`config.mk`:
```
export PLATFORM = sky130hd
export DESIGN_NAME = sevenseg_scan_decoder
export DESIGN_NICKNAME = d
export VERILOG_FILES = /design/src/rtl/sevenseg_pkg.sv /design/src/rtl/seg_pattern_decode.sv /design/src/rtl/sevenseg_scan_decoder.sv
export SDC_FILE = /design/constraint.sdc
export NUM_CORES = 1
export LEC_CHECK = 0
export ABC_CLOCK_PERIOD_IN_PS = 4900
export BUFFER_PORTS_ARGS = -buffer_cell sky130_fd_sc_hd__clkbuf_2
export CORE_MARGIN = 2
export CORE_UTILIZATION = 60
export DETAILED_ROUTE_END_ITERATION = 16
export GPL_TIMING_DRIVEN = 1
export PLACE_DENSITY = 0.8
export RECOVER_POWER = 25
export SETUP_SLACK_MARGIN = 0.5
export SLEW_MARGIN = 10
export SYNTH_ARGS = -nofsm -noshare
export SYNTH_HDL_FRONTEND = slang
export SYNTH_SLANG_ARGS = --single-unit
```
`constraint.sdc`:
```
create_clock -name clk -period 4.9 [get_ports clk]
set_input_delay 0.735 -clock clk [delete_from_list [all_inputs] [get_ports clk]]
set_output_delay 0.735 -clock clk [all_outputs]
set_load 0.05 [all_outputs]
```
`src/rtl/sevenseg_pkg.sv`:
```
// Shared types and segment pattern constants for the seven-segment scan decoder.
// Patterns are active-low, bit0 = segment a ... bit6 = segment g.
package sevenseg_pkg;

  typedef logic [6:0] seg_t;
  typedef logic [3:0] bcd_t;

  localparam seg_t SEG_BLANK = 7'h7F;

  localparam seg_t SEG_0 = 7'h40;
  localparam seg_t SEG_1 = 7'h79;
  localparam seg_t SEG_2 = 7'h24;
  localparam seg_t SEG_3 = 7'h30;
  localparam seg_t SEG_4 = 7'h19;
  localparam seg_t SEG_5 = 7'h12;
  localparam seg_t SEG_6 = 7'h02;
  localparam seg_t SEG_7 = 7'h78;
  localparam seg_t SEG_8 = 7'h00;
  localparam seg_t SEG_9 = 7'h10;
  localparam seg_t SEG_A = 7'h08;
  localparam seg_t SEG_B = 7'h03;
  localparam seg_t SEG_C = 7'h46;
  localparam seg_t SEG_D = 7'h21;
  localparam seg_t SEG_E = 7'h06;
  localparam seg_t SEG_F = 7'h0E;

endpackage

```
`src/rtl/seg_pattern_decode.sv`:
```
// Purpose: combinational segment-pattern to digit lookup; A-F only with SEVENSEG_HEX_EN.
// Latency: 0 cycles (pure lookup).
// Backpressure: none; output follows the input pattern.
module seg_pattern_decode
  import sevenseg_pkg::*;
(
  input  seg_t       seg,
  output bcd_t       bcd,
  output logic       ok,
  output logic       blank
);

  always_comb begin
    bcd   = '0;
    ok    = 1'b1;
    blank = 1'b0;
    case (seg)
      SEG_0: bcd = 4'h0;
      SEG_1: bcd = 4'h1;
      SEG_2: bcd = 4'h2;
      SEG_3: bcd = 4'h3;
      SEG_4: bcd = 4'h4;
      SEG_5: bcd = 4'h5;
      SEG_6: bcd = 4'h6;
      SEG_7: bcd = 4'h7;
      SEG_8: bcd = 4'h8;
      SEG_9: bcd = 4'h9;
`ifdef SEVENSEG_HEX_EN
      SEG_A: bcd = 4'hA;
      SEG_B: bcd = 4'hB;
      SEG_C: bcd = 4'hC;
      SEG_D: bcd = 4'hD;
      SEG_E: bcd = 4'hE;
      SEG_F: bcd = 4'hF;
`endif
      SEG_BLANK: begin
        ok    = 1'b0;
        blank = 1'b1;
      end
      default: ok = 1'b0;
    endcase
  end

endmodule

```
`src/rtl/sevenseg_scan_decoder.sv`:
```
// Purpose: recover digit values from a multiplexed 7-seg bus with per-digit debounce (SEVENSEG_HEX_EN adds A-F).
// Latency: outputs change 2 cycles after the committing sample_en cycle.
// Backpressure: none; one sample per cycle accepted, malformed digit enables dropped.
module sevenseg_scan_decoder
  import sevenseg_pkg::*;
#(
  parameter int N_DIGITS     = 4,
  parameter int STABLE_SCANS = 2
) (
  input  logic                    clk,
  input  logic                    reset_n,
  input  logic                    sample_en,
  input  logic [N_DIGITS-1:0]     an_in,
  input  logic [6:0]              seg_in,
  output logic [4*N_DIGITS-1:0]   digits_out,
  output logic [N_DIGITS-1:0]     digit_valid,
  output logic [N_DIGITS-1:0]     pattern_err,
  output logic                    update
);

  localparam int         IDX_W  = (N_DIGITS > 1) ? $clog2(N_DIGITS) : 1;
  localparam logic [3:0] ST_CNT = 4'(STABLE_SCANS);

  logic             one_low;
  logic [IDX_W-1:0] low_idx;

  logic             s1_vld;
  logic [IDX_W-1:0] s1_idx;
  seg_t             s1_seg;

  seg_t             cand [N_DIGITS];
  logic [3:0]       cnt  [N_DIGITS];

  seg_t             cur_cand;
  logic [3:0]       cur_cnt;
  logic [3:0]       next_cnt;
  logic             same;
  logic             commit;
  bcd_t             cur_digit;
  logic             cur_valid;

  bcd_t             dec_bcd;
  logic             dec_ok;
  logic             dec_blank;

  assign one_low = $onehot(~an_in);

  always_comb begin
    low_idx = '0;
    for (int k = 0; k < N_DIGITS; k++) begin
      if (!an_in[k]) low_idx = IDX_W'(k);
    end
  end

  // Stage 1: capture only well-formed samples; malformed ones leave everything untouched.
  always_ff @(posedge clk or negedge reset_n) begin
    if (!reset_n) begin
      s1_vld <= 1'b0;
      s1_idx <= '0;
      s1_seg <= '0;
    end else begin
      s1_vld <= sample_en && one_low;
      if (sample_en && one_low) begin
        s1_idx <= low_idx;
        s1_seg <= seg_in;
      end
    end
  end

  seg_pattern_decode u_decode (
    .seg   (s1_seg),
    .bcd   (dec_bcd),
    .ok    (dec_ok),
    .blank (dec_blank)
  );

  // Commit fires only on the transition into STABLE_SCANS, so a saturated run stays quiet.
  always_comb begin
    cur_cand  = cand[s1_idx];
    cur_cnt   = cnt[s1_idx];
    cur_digit = digits_out[{s1_idx, 2'b00} +: 4];
    cur_valid = digit_valid[s1_idx];
    same      = (s1_seg == cur_cand);
    if (!same)
      next_cnt = 4'd1;
    else if (cur_cnt == ST_CNT)
      next_cnt = cur_cnt;
    else
      next_cnt = cur_cnt + 4'd1;
    commit = s1_vld && (next_cnt == ST_CNT) && !(same && (cur_cnt == ST_CNT));
  end

  always_ff @(posedge clk or negedge reset_n) begin
    if (!reset_n) begin
      for (int k = 0; k < N_DIGITS; k++) begin
        cand[k] <= '0;
        cnt[k]  <= '0;
      end
      digits_out  <= '0;
      digit_valid <= '0;
      pattern_err <= '0;
      update      <= 1'b0;
    end else begin
      update <= 1'b0;
      if (s1_vld) begin
        cand[s1_idx] <= s1_seg;
        cnt[s1_idx]  <= next_cnt;
      end
      if (commit) begin
        if (dec_blank) begin
          digits_out[{s1_idx, 2'b00} +: 4] <= '0;
          digit_valid[s1_idx]              <= 1'b0;
          pattern_err[s1_idx]              <= 1'b0;
          update                           <= cur_valid || (cur_digit != 4'h0);
        end else if (dec_ok) begin
          digits_out[{s1_idx, 2'b00} +: 4] <= dec_bcd;
          digit_valid[s1_idx]              <= 1'b1;
          pattern_err[s1_idx]              <= 1'b0;
          update                           <= !cur_valid || (cur_digit != dec_bcd);
        end else begin
          pattern_err[s1_idx] <= 1'b1;
        end
      end
    end
  end

endmodule

```
## After elaboration in Yosys (flattened, before gate mapping)

Cells that the tools add are included.

- Logic and storage cells: 100
- Output and inout bits: 25
- Input port bits: 14
- Bits in registers: 79

- Shifts and indexed selects: 4
- Bitwise operators: 7
- Reduce and logical (&&, ||, !) cells: 15
- Eq/ne operators: 15
- $lt $le $gt $ge: 4
- Multiplexer cells: 35
- $add $sub $neg: 5

Operators by type and width:

| kind | count |
|---|---|
| $bwmux W16 | 3 |
| $mux W4 | 9 |
| $pmux W4 S9 | 1 |
| $mux W16 | 2 |
| $bwmux W28 | 1 |
| $eq A7 B7 Y1 const B | 4 |
| $eq A7 B5 Y1 const B | 3 |
| $mux W7 | 3 |
| $shift A4 B6 Y16 const A | 1 |
| $shiftx A16 B5 Y4 | 1 |
| $shiftx A4 B6 Y16 | 1 |
| $shiftx A4 B6 Y16 const A | 1 |
| $bmux W7 S2 | 1 |
| $demux W7 S2 | 1 |
| $eq A7 B6 Y1 const B | 2 |
| $reduce_or A10 Y1 | 1 |
| $and A4 B4 Y4 | 2 |
| $bmux W4 S2 | 1 |
| $demux W4 S2 | 1 |
| $eq A4 B2 Y1 const B | 2 |
| $mux W1 | 8 |
| $not A4 Y4 | 2 |
| $or A4 B4 Y4 | 2 |
| $eq A7 B2 Y1 const B | 1 |
| 22 further kinds | 31 |

## Logic depth before layout (Yosys ltp)

Gate-level depths: netlist of the first run.

- Depth in word-level cells: 11
- Gate-level depth with buffers: 11
- Mapped depth without buffers: 9

## Hierarchy

A second synthesis of the first run with hierarchy kept.

- Cells, all modules: 371
- Area, all modules: 4,386.7 um2

By module, submodules not included:

| module | cells an instance | times used | area an instance (um2) | seq. area each (um2) |
|---|---|---|---|---|
| sevenseg_scan_decoder | 348 | 1 | 4,232.8 | 1,976.9 |
| seg_pattern_decode | 23 | 1 | 153.9 | 0.0 |

## Worst setup path before layout of the first run

OpenSTA, ideal clock, no wires.

- Kind: reg-to-reg
- From: reg s1_idx[0]
- To: reg digits_out[12]
- Required time: 4.821 ns
- Period minus slack after synthesis: 2.817 ns
- Setup time: 0.079 ns
- Slack: 2.083 ns
- Cell stages (with the launch flop): 9
- Data arrival time: 2.738 ns
- Buffers on the path: 2
- Path through: dfrtp_1 buf_6 mux4_1 ha_1 mux2i_1 or3_4 buf_6 nor4_4 mux2i_1

- Longest elaborated chain between the ends: 11
- Elaborated cells between the ends (all ways): 26
- Those cells by class: 2 x add/sub; 3 x eq/ne; 3 x shift; 12 x mux; 1 x bitwise; 5 x reduce/logical

Ends and longest elaborated chain:

| what | RTL line | source |
|---|---|---|
| start, declared | sevenseg_scan_decoder.sv:28 | `logic [IDX_W-1:0] s1_idx;` |
| start signal, assigned | sevenseg_scan_decoder.sv:64 | `s1_idx <= low_idx;` |
| $not A2 Y3 (implied by the code) | sevenseg_scan_decoder.sv:79, sevenseg_scan_decoder.sv:80 |  |
| $bmux W4 S2 | sevenseg_scan_decoder.sv:80 | `cur_cnt = cnt[s1_idx];` |
| $mux W4 (implied by the code) (2 in a row) | sevenseg_scan_decoder.sv:80 |  |
| $add A4 B1 Y4 or $eq A4 B2 Y1 (tied branches) | sevenseg_scan_decoder.sv:89, sevenseg_scan_decoder.sv:86, sevenseg_scan_decoder.sv:90 |  |
| $mux W4 | sevenseg_scan_decoder.sv:86 | `else if (cur_cnt == ST_CNT)` |
| $mux W4 | sevenseg_scan_decoder.sv:84 | `if (!same)` |
| $eq A4 B2 Y1 | sevenseg_scan_decoder.sv:90 | `commit = s1_vld && (next_cnt == ST_CNT) && !(same && (cur_cnt == ST_CNT));` |
| $logic_and A1 B1 Y1 (2 in a row) | sevenseg_scan_decoder.sv:90 |  |
| $reduce_and A2 Y1 (no line) | -- |  |
| end signal, assigned | sevenseg_scan_decoder.sv:99 | `digits_out <= '0;` |
| end signal, assigned by index | sevenseg_scan_decoder.sv:111 | `digits_out[{s1_idx, 2'b00} +: 4] <= '0;` |
| end signal, assigned by index | sevenseg_scan_decoder.sv:116 | `digits_out[{s1_idx, 2'b00} +: 4] <= dec_bcd;` |
| end, declared | sevenseg_scan_decoder.sv:15 | `output logic [4*N_DIGITS-1:0] digits_out,` |

Parallel ways exist; a longest one is shown, timed or not. The select of a mux whose other input is x is not followed.
A chain may end at the register's enable or synchronous reset.

## Final worst setup path of the first run

- From: reg s1_idx[0]
- To: reg digits_out[7]

Same word-level chain as after synthesis.

==> impl_metrics.env, run 1 <==
export IMPL_finalHoldViolations=0
export IMPL_wire_per_inst_um=18.3
export IMPL_hp_class="reg2reg"
export IMPL_ys_ff_latch=79
export IMPL_ys_flop_type="dfrtp_1"
export IMPL_use_met1_pct=36.5
export IMPL_met2_usage_pct=43.6
export IMPL_fin_crit_sh_pct=72.3
export IMPL_synth_warnings=0
export IMPL_area_delta_synth_final_pct=10.3
export IMPL_ys_types=49
export IMPL_synth_fp_nets=430
export IMPL_start_kind="flip-flop"
export IMPL_reg2reg_slack_ns=1.36
export IMPL_worstMarginPinSlew_ns=1.89
export IMPL_n_antenna_cell=0
export IMPL_final_common_cell="dfrtp_1"
export IMPL_arrival_ns=3.83
export IMPL_outcome="complete, but fails checks"
export IMPL_synth_area_um2=4410
export IMPL_layout_area_seq_um2=1980
export IMPL_coreArea_um2=7180
export IMPL_nets=457
export IMPL_dp_cells=518
export IMPL_grt_pass1_vias=3312
export IMPL_p_per_area_nw_per_um2=518
export IMPL_rsz0062_at_grt="no"
export IMPL_postSynthAreaPerCell_um2=10.9
export IMPL_grt_pass1_wl_um=16400
export IMPL_crit_type="reg2reg"
export IMPL_fin_crit_ns=3.54
export IMPL_clock_fmax_ghz=0.282
export IMPL_ant_nets=0
export IMPL_ios=39
export IMPL_viasPerCell=6.10
export IMPL_cts_clk_slew_worst_paths_ns=0.09
export IMPL_fillers=551
export IMPL_post_cts_buffers=0
export IMPL_cts_resized=0
export IMPL_start_util_pct=61.4
export IMPL_layout_drive_gt1_share_pct=22.5
export IMPL_multi_input_area_um2=2200
export IMPL_finalWirelength_um=9770
export IMPL_htree_levels=3
export IMPL_instances_no_fill=534
export IMPL_final_cell_mix="dfrtp_1, nand2_1, clkbuf_2, o21ai_0, inv_1"
export IMPL_dieArea_um2=8040
export IMPL_grt_use_met3_pct=4.39
export IMPL_maxSlewViolCount=80
export IMPL_slew_limit_headroom_pct=-26.3
export IMPL_cts_sinks=79
export IMPL_cts_tree="built"
export IMPL_violations="capacitance limit, slew limit"
export IMPL_cts_root_buf="clkbuf_8"
export IMPL_drc=0
export IMPL_grt_busiest_layer="met2"
export IMPL_power_leakage_nw=2.22
export IMPL_cp_end_kind="flip-flop"
export IMPL_die_x_um=89.7
export IMPL_routabilityCongestion=0.821
export IMPL_numPortBuffers=38
export IMPL_final_util_pct=67.7
export IMPL_ir_drop_uv=373
export IMPL_async_flop_share_pct=100
export IMPL_drtIter0Drc=171
export IMPL_clk_path_buf_depth=2
export IMPL_rows=31
export IMPL_drt_pass1_iterations=4
export IMPL_grt_usage_pct=27.2
export IMPL_overflow=0
export IMPL_synth_cells=403
export IMPL_numCtsBuffers=9
export IMPL_synth_edf_count=0
export IMPL_grt_max_degree=80
export IMPL_crit_required_ns=5.19
export IMPL_dieHeight_um=89.7
export IMPL_yosysSeqAreaShare_pct=44.9
export IMPL_hold_buffers=0
export IMPL_fin_setup_tns_ns=0
export IMPL_antenna_found_initial=0
export IMPL_fin_worst_skew_ns=0.0136
export IMPL_cap_violations=1
export IMPL_dp_hpwl_um=6660
export IMPL_clk_latency_ns=0.37
export IMPL_cp_max_fo=21
export IMPL_setup_viol=0
export IMPL_vias=3259
==> metal layers <==
layer	wire length [µm]	part of all wire, %
met2	4830	49
met4	229	2.3
met3	424	4.3
met5	0	0
met1	4280	44
==> critical path, cell delays in order (launching register included) <==
cell     delay [ns]
dfrtp_1        1.04
mux4_2         0.66
ha_1           0.20
inv_1          0.07
o21ba_1        0.18
mux2i_1        0.11
or3_4          0.46
nor4_4         0.48
mux2i_1        0.25
==> final timing paths <==
check,startpoint,to,cells after the start
setup / recovery,s1_idx[0]$_DFFE_PN0P_,digits_out[7]$_DFFE_PN0P_,8
hold / removal,cand[21]$_DFFE_PN0P_,cand[21]$_DFFE_PN0P_,2
setup reg to reg,s1_idx[0]$_DFFE_PN0P_,digits_out[7]$_DFFE_PN0P_,8
hold reg to reg,cand[21]$_DFFE_PN0P_,cand[21]$_DFFE_PN0P_,2
max in group asynchronous,reset_n,cand[8]$_DFFE_PN0P_,1
min in group asynchronous,reset_n,digits_out[6]$_DFFE_PN0P_,1
==> metrics by stage <==
stage	cell area (µm²)	power [W]	hold WS, ns	setup WS [ns]
detailed placement	4640	0.00196	0.466	1.39
CTS	4860	0.00251	0.484	1.38
floorplan	4410	0.00173	0.435	2.08
finish	4860	0.00252	0.482	1.36
global placement	4640	0.00191	0.451	1.47
global route	4860	0.00268	0.517	1.10
==> synth_stat cells, types with 2 or more instances <==
cell type  number  area [µm²]
nor2_1          4        15.0
a31o_2          2        17.5
xor2_1          7        61.3
nor3b_1         2        15.0
mux4_1          5         131
nor4b_1         5        43.8
buf_6           2        22.5
ha_1           12         150
nand2_1        61         229
clkbuf_1       16        60.1
nor3_1          9        45.0
nand4_1         5        31.3
o41ai_1        11        96.3
nor4_4          4        85.1
buf_1           3        11.3
mux4_2          7         158
nand3_1         3        15.0
o21ai_0        33         165
mux2i_1        27         270
nor2b_1         4        25.0
inv_1          31         116
dfrtp_1        79        1980
nor4_1          4        25.0
a22o_1          2        17.5
a221o_1         2        20.0
o31a_1          4        35.0
mux2_2         24         270
buf_2           4        20.0
xnor2_1        10        87.6
o211ai_1        2        15.0
==> cells by family (layout without fill, tap and decap cells) <==
family                   Yosys count  in the layout  synth area share [%]
buffers and inverters             56             88                  5.23
multiplexers                      63             63                  18.8
AO/OA/AOI/OAI                     65             65                  10.1
AND/OR/NAND/NOR                  110            110                  13.7
XOR/XNOR                          17             17                  3.38
flip-flops                        79             79                  44.9
adder cells (fa/ha/maj)           13             13                  3.86
==> final cells by class <==
class / count / area share, %
inverter: 31 / 2.40
clock inverter: 5 / 1.67
sequential: 79 / 40.7
multi-input combinational: 268 / 45.4
clock buffer: 11 / 2.91
timing repair buffer: 41 / 4.38
tap: 99 / 2.55
==> power breakdown <==
group / total (W) / internal, W / switching (W)
clock network: 0.000551 / 0.000301 / 0.000250
registers: 0.00105 / 0.000809 / 0.000237
logic: 0.000920 / 0.000389 / 0.000531
Power figures use the tool's default switching activity.
==> run 2, diff against run 1 <==
- ABC_AREA: unset -> 1
- ABC_CLOCK_PERIOD_IN_PS: 4900 -> 3600
- clock period: 4.9 -> 3.6 ns (I/O delays scaled with it)
==> run 2 against run 1 <==
The run still ends with capacitance limit, slew limit left. Sequential power grew 22%. Clock power grew 44%. Non-clock buffer count up 1. Synthesized cell count grew 47%. Register-to-register slack got worse by 0.49 ns. First-iteration DRC count grew 67%. Total power up 38%. Critical path type unchanged. Critical endpoint is now digits_out[13]$_DFFE_PN0P_.
==> impl_metrics.env, run 2 <==
export IMPL_outcome="complete, but fails checks"
export IMPL_violations="capacitance limit, slew limit"
export IMPL_cts_resized=0
export IMPL_synth_most_common_cell="nand2_1"
export IMPL_overflow=0
export IMPL_switching_power_w=0.00150
export IMPL_yosysSeqAreaShare_pct=45.3
export IMPL_numCtsBuffers=9
export IMPL_clock_fmax_ghz=0.367
export IMPL_power_frac_clock_pct=22.8
export IMPL_combPwrFrac_pct=40.4
export IMPL_grt_pass1_wl_um=16900
export IMPL_cp_end_kind="flip-flop"
export IMPL_final_cell_mix="nand2_1, dfrtp_1, nand3_1, o21ai_0, inv_1"
export IMPL_grt_max_degree=80
export IMPL_cts_sinks=79
export IMPL_synth_area_top_cells="dfrtp_1, nand2_1, nand3_1, o21ai_0, inv_1"
export IMPL_crit_type="reg2reg"
export IMPL_cp_max_fo=49
export IMPL_hp_class="in2reg"
export IMPL_cts_tree="built"
export IMPL_postSynthAreaPerCell_um2=7.39
export IMPL_p_sw_share_pct=43.2
export IMPL_crit_required_ns=3.84
export IMPL_n_antenna_cell=0
export IMPL_drtIter0Drc=285
export IMPL_synth_edf_count=0
export IMPL_rows=31
export IMPL_start_kind="flip-flop"
export IMPL_coreArea_um2=7140
export IMPL_grt_usage_pct=27.2
export IMPL_fin_crit_sh_pct=75.8
export IMPL_critPathSlowestCell="dfrtp_1"
export IMPL_p_per_area_nw_per_um2=724
export IMPL_vias=4021
export IMPL_fin_ws_ns=0.873
export IMPL_cap_violations=1
export IMPL_synth_fp_nets=618
export IMPL_cpMostUsedCell="nand2_1"
export IMPL_antenna_found_initial=0
export IMPL_fin_worst_skew_ns=0.00899
export IMPL_hold_buffers=0
export IMPL_clk_latency_ns=0.36
export IMPL_ys_ff_latch=79
export IMPL_layout_drive_gt1_share_pct=11.0
export IMPL_arrival_ns=2.97
export IMPL_ios=39
export IMPL_cts_root_buf="clkbuf_8"
export IMPL_area_delta_synth_final_pct=10.0
export IMPL_wire_per_inst_um=14.5
export IMPL_routabilityCongestion=0.981
export IMPL_fin_crit_ns=2.73
export IMPL_ant_nets=0
export IMPL_maxSlewViolCount=80
export IMPL_grt_busiest_layer="met2"
export IMPL_viasPerCell=5.55
export IMPL_synth_warnings=0
export IMPL_dp_hpwl_um=6950
export IMPL_slew_limit_headroom_pct=-26.9
export IMPL_ir_drop_uv=469
export IMPL_final_common_cell="nand2_1"
export IMPL_drc=0
export IMPL_worstMarginPinSlew_ns=1.90
export IMPL_drt_pass1_iterations=5
export IMPL_numPortBuffers=38
export IMPL_rsz0062_at_grt="no"
export IMPL_fin_setup_tns_ns=0
export IMPL_clk_path_buf_depth=2
export IMPL_yosysTopAreaCellShare_pct=45.3
export IMPL_power_internal_w=0.00198
export IMPL_setup_viol=0
export IMPL_finalWirelength_um=10500
export IMPL_grt_pass1_vias=3578
export IMPL_async_flop_share_pct=100
export IMPL_cts_clk_slew_worst_paths_ns=0.08
export IMPL_synth_common_cells="nand2_1, dfrtp_1, nand3_1, o21ai_0, inv_1"
export IMPL_htree_levels=3
export IMPL_grt_use_met3_pct=5.08
export IMPL_ys_types=31
export IMPL_synth_area_um2=4370
export IMPL_crit_chain="inv_6 > nand2_1 > nand3_1 > nand2_1 > ha_1 > nand3_1 > nand3_1 > nor2_2 > nand3_4 > nor2_4 > nand2_1 > nand2_1 > nand2_1"
export IMPL_dieHeight_um=89.3
export IMPL_critPathMaxStageDelay_ns=0.45
export IMPL_finalHoldViolations=0
export IMPL_start_util_pct=61.2
export IMPL_met2_usage_pct=43.6
export IMPL_use_met1_pct=37.8
export IMPL_synth_cells=591
export IMPL_power_leakage_nw=2.52
export IMPL_dieArea_um2=7980
export IMPL_die_x_um=89.3
export IMPL_nets=648
export IMPL_ys_flop_type="dfrtp_1"
export IMPL_dp_slack_ns=0.849
export IMPL_yosysTopAreaCell="dfrtp_1"
export IMPL_seq_power_share_pct=36.8
export IMPL_post_cts_buffers=0
-- run 2: changes by cell type after synthesis, sizes merged, moves of 12 or more --
cell,before,now
inv,31,44
nand3,3,63
a21oi,0,12
o21ai,34,51
nand2,61,237
mux2i,27,0
mux4,12,0
mux2,24,0
nor2,4,37
-- run 2: final timing paths --
kind / cells past startpoint / startpoint / slack (ns) / endpoint
max in group asynchronous: 1 / reset_n / 1.78 / cand[11]$_DFFE_PN0P_
worst min register to register: 2 / cnt[11]$_DFFE_PN0P_ / 0.49 / cnt[11]$_DFFE_PN0P_
worst min-delay path: 2 / an_in[2] / 0.36 / s1_idx[1]$_DFFE_PN0P_
worst max-delay path: 13 / s1_idx[0]$_DFFE_PN0P_ / 0.87 / digits_out[13]$_DFFE_PN0P_
min in group asynchronous: 1 / reset_n / 0.71 / cnt[5]$_DFFE_PN0P_
worst max register to register: 13 / s1_idx[0]$_DFFE_PN0P_ / 0.87 / digits_out[13]$_DFFE_PN0P_
-- run 2: cell families after synthesis --
group,count (synthesis),synth area share [%]
XOR/XNOR,1,0.201
buffers and inverters,69,7.39
flip-flops,79,45.3
AND/OR/NAND/NOR,361,35.1
AO/OA/AOI/OAI,68,8.14
adder cells (fa/ha/maj),13,3.90
-- run 2: layout make-up --
class,instances,area [µm²]
fill,653,2330
multi-input combinational,444,2070
sequential,79,1980
timing repair buffer,42,220
inverter,45,174
clock buffer,10,128
tap,99,124
clock inverter,6,109
-- run 2: layer usage --
metal	wire [µm]	share of wire [%]	vias to the layer above
met5	0	0	-
met4	185	1.8	0
met3	675	6.4	21
met2	5010	48	158
met1	4620	44	1872
li1	-	-	1970
-- run 2: worst max-delay path, delay by kind of cell (launching register included) --
family | cells | cell delay [ns]
adder cells (fa/ha/maj) | 1 | 0.24
buffers and inverters | 1 | 0.30
AND/OR/NAND/NOR | 11 | 1.61
flip-flops | 1 | 0.45
-- run 2: power groups by stage --
stage                     registers [W]  logic [W]  clock network [W]
final                           0.00128    0.00141           0.000794
after global routing            0.00130    0.00159           0.000839
after CTS                       0.00127    0.00137           0.000800
after detailed placement        0.00129    0.00136                  0
after global placement          0.00128    0.00131                  0
after floorplan                 0.00124    0.00113                  0
-- run 2: through the flow --
step / hold WS [ns] / area [µm²] / utilization (%) / std cells / total power [W]
3_3_place_gp: 0.467 / 4570 / 64.0 / 708 / 0.00260
2_1_floorplan: 0.244 / 4370 / - / 591 / 0.00237
3_5_place_dp: 0.466 / 4570 / 64.0 / 708 / 0.00265
5_1_grt: 0.375 / 4810 / 67.3 / 725 / 0.00373
4_1_cts: 0.356 / 4800 / 67.3 / 724 / 0.00345
6_report: 0.364 / 4810 / 67.3 / 725 / 0.00348
==> run 3, diff against run 2 <==
- ABC_CLOCK_PERIOD_IN_PS: 3600 -> 2800
- clock period: 3.6 -> 2.8 ns (I/O delays scaled with it)
==> run 3 against run 2 <==
Final area up 6.9%. Hold slack worse by 0.11 ns. Core utilization up 4.7 points. Global-route usage up 3.0 points. Clock skew up 0.0021 ns. Via count up 6.8%. Non-clock buffer count up 16. Register-to-register slack worse by 0.40 ns. Critical path depth up 4. Final cell count up 2.3%. Die area unchanged. The run still ends with capacitance limit, slew limit left.
==> impl_metrics.env, run 3 (synthesis gave the netlist of run 2 again) <==
export IMPL_cp_max_fo=7
export IMPL_combPwrFrac_pct=44.4
export IMPL_numPortBuffers=38
export IMPL_finalWirelength_um=11700
export IMPL_n_antenna_cell=0
export IMPL_cap_violations=1
export IMPL_clock_fmax_ghz=0.429
export IMPL_dieArea_um2=7980
export IMPL_p_per_area_nw_per_um2=922
export IMPL_fin_crit_sh_pct=83.2
export IMPL_clk_latency_ns=0.36
export IMPL_setup_viol=0
export IMPL_ir_drop_uv=539
export IMPL_grt_usage_pct=30.2
export IMPL_drtIter0Drc=333
export IMPL_critPathSlowestCell="dfrtp_2"
export IMPL_dp_hpwl_um=7240
export IMPL_ios=39
export IMPL_p_sw_share_pct=44.5
export IMPL_viasPerCell=5.79
export IMPL_switching_power_w=0.00210
export IMPL_start_kind="flip-flop"
export IMPL_routabilityCongestion=0.933
export IMPL_dieHeight_um=89.3
export IMPL_outcome="complete, but fails checks"
export IMPL_worstMarginPinSlew_ns=1.89
export IMPL_slew_limit_headroom_pct=-26.1
export IMPL_cts_sinks=79
export IMPL_arrival_ns=2.62
export IMPL_finalHoldViolations=0
export IMPL_drt_pass1_iterations=7
export IMPL_cts_tree="built"
export IMPL_antenna_found_initial=0
export IMPL_fin_setup_tns_ns=0
export IMPL_die_x_um=89.3
export IMPL_drc=0
export IMPL_placed_area_um2=4590
export IMPL_wire_per_inst_um=15.8
export IMPL_final_common_cell="nand2_1"
export IMPL_start_util_pct=61.2
export IMPL_cts_clk_slew_worst_paths_ns=0.08
export IMPL_seq_power_share_pct=35.4
export IMPL_fin_worst_skew_ns=0.0111
export IMPL_fin_crit_ns=2.33
export IMPL_crit_chain="buf_6 > nand2_2 > nand2_1 > nand2_1 > nand2_2 > ha_4 > inv_2 > nand2_2 > nand2_2 > nand3_2 > nor2_4 > nand3_4 > nor2_4 > buf_12 > buf_16 > nand3_1 > nand2_1"
export IMPL_violations="capacitance limit, slew limit"
export IMPL_final_cell_mix="nand2_1, dfrtp_1, nand3_1, o21ai_0, inv_1"
export IMPL_clk_path_buf_depth=2
export IMPL_nets=665
export IMPL_cts_root_buf="clkbuf_8"
export IMPL_hp_class="in2reg"
export IMPL_grt_max_degree=80
export IMPL_layout_drive_gt1_share_pct=17.4
export IMPL_power_internal_w=0.00263
export IMPL_grt_pass1_wl_um=18400
export IMPL_power_frac_clock_pct=20.2
export IMPL_coreArea_um2=7140
export IMPL_crit_type="reg2reg"
export IMPL_overflow=0
export IMPL_cp_end_kind="flip-flop"
export IMPL_ant_nets=0
export IMPL_power_leakage_nw=2.62
export IMPL_finalInstanceArea_um2=5140
export IMPL_cpMostUsedCell="nand2_2"
export IMPL_critPathMaxStageDelay_ns=0.51
export IMPL_area_delta_synth_final_pct=17.6
export IMPL_htree_levels=3
export IMPL_hold_buffers=0
export IMPL_vias=4295
export IMPL_numCtsBuffers=9
export IMPL_maxSlewViolCount=80
export IMPL_rows=31
export IMPL_rsz0062_at_grt="yes"
export IMPL_grt_pass1_vias=3919
export IMPL_crit_required_ns=3.09
run 3: repair_timing:
| action | 4_1_cts | 5_1_grt |
|---|---|---|
| gates cloned | 3 | 2 |
| gates resized for setup | 14 | 30 |
| setup endpoints to repair | 25 | 33 |
| pin swaps | 4 | 8 |
| setup buffers | 8 | 3 |
run 3: final timing paths:
path | startpoint | endpoint | slack, ns | depth (start not counted)
max reg2reg | s1_idx[0]$_DFFE_PN0P_ | digits_out[5]$_DFFE_PN0P_ | 0.47 | 17
min | an_in[2] | s1_idx[1]$_DFFE_PN0P_ | 0.26 | 2
max in group asynchronous | reset_n | s1_idx[0]$_DFFE_PN0P_ | 0.99 | 1
max | s1_idx[0]$_DFFE_PN0P_ | digits_out[5]$_DFFE_PN0P_ | 0.47 | 17
min reg2reg | cand[7]$_DFFE_PN0P_ | cand[7]$_DFFE_PN0P_ | 0.49 | 2
min in group asynchronous | reset_n | cnt[3]$_DFFE_PN0P_ | 0.58 | 1
run 3: cell type report:
type | instances | area [µm²]
flip-flops and latches | 79 | 1980
repair inverters | 1 | 11.3
multi-input cells | 444 | 2180
clock buffers | 11 | 141
well taps | 99 | 124
fillers | 572 | 2000
repair buffers | 58 | 444
clock inverters | 5 | 81.3
inverters | 45 | 183
run 3: metal layers:
metal	share of wire, %	global-route usage, %	wire, µm
met1	41	39.2	4750
met2	49	49.7	5690
met3	6.9	4.71	803
met4	4.0	13.7	463
met5	0	0	0
run 3: critical path: cells and delay by family, from the launching register on:
family | cells | cell delay [ns]
DFF | 1 | 0.51
and+or+nand+nor | 12 | 1.11
buffers and inverters | 4 | 0.46
adders and majority gates | 1 | 0.18
run 3: power by group through the flow:
stage	combinational, W	clock, W	sequential (W)
global route	0.00236	0.00101	0.00171
finish	0.00210	0.000956	0.00168
global placement	0.00169	0	0.00167
CTS	0.00189	0.000960	0.00166
detailed placement	0.00176	0	0.00168
floorplan	0.00145	0	0.00160
run 3: metrics by stage:
stage / worst slack, ns / utilization (%) / power (W) / cells / hold WS (ns)
detailed placement: 0.224 / 64.3 / 0.00343 / 710 / 0.469
CTS: 0.503 / 69.5 / 0.00452 / 737 / 0.254
global placement: 0.340 / 64.3 / 0.00336 / 710 / 0.467
floorplan: 0.501 / - / 0.00305 / 591 / 0.124
finish: 0.470 / 72.0 / 0.00474 / 742 / 0.257
global route: 0.362 / 72.0 / 0.00509 / 742 / 0.274
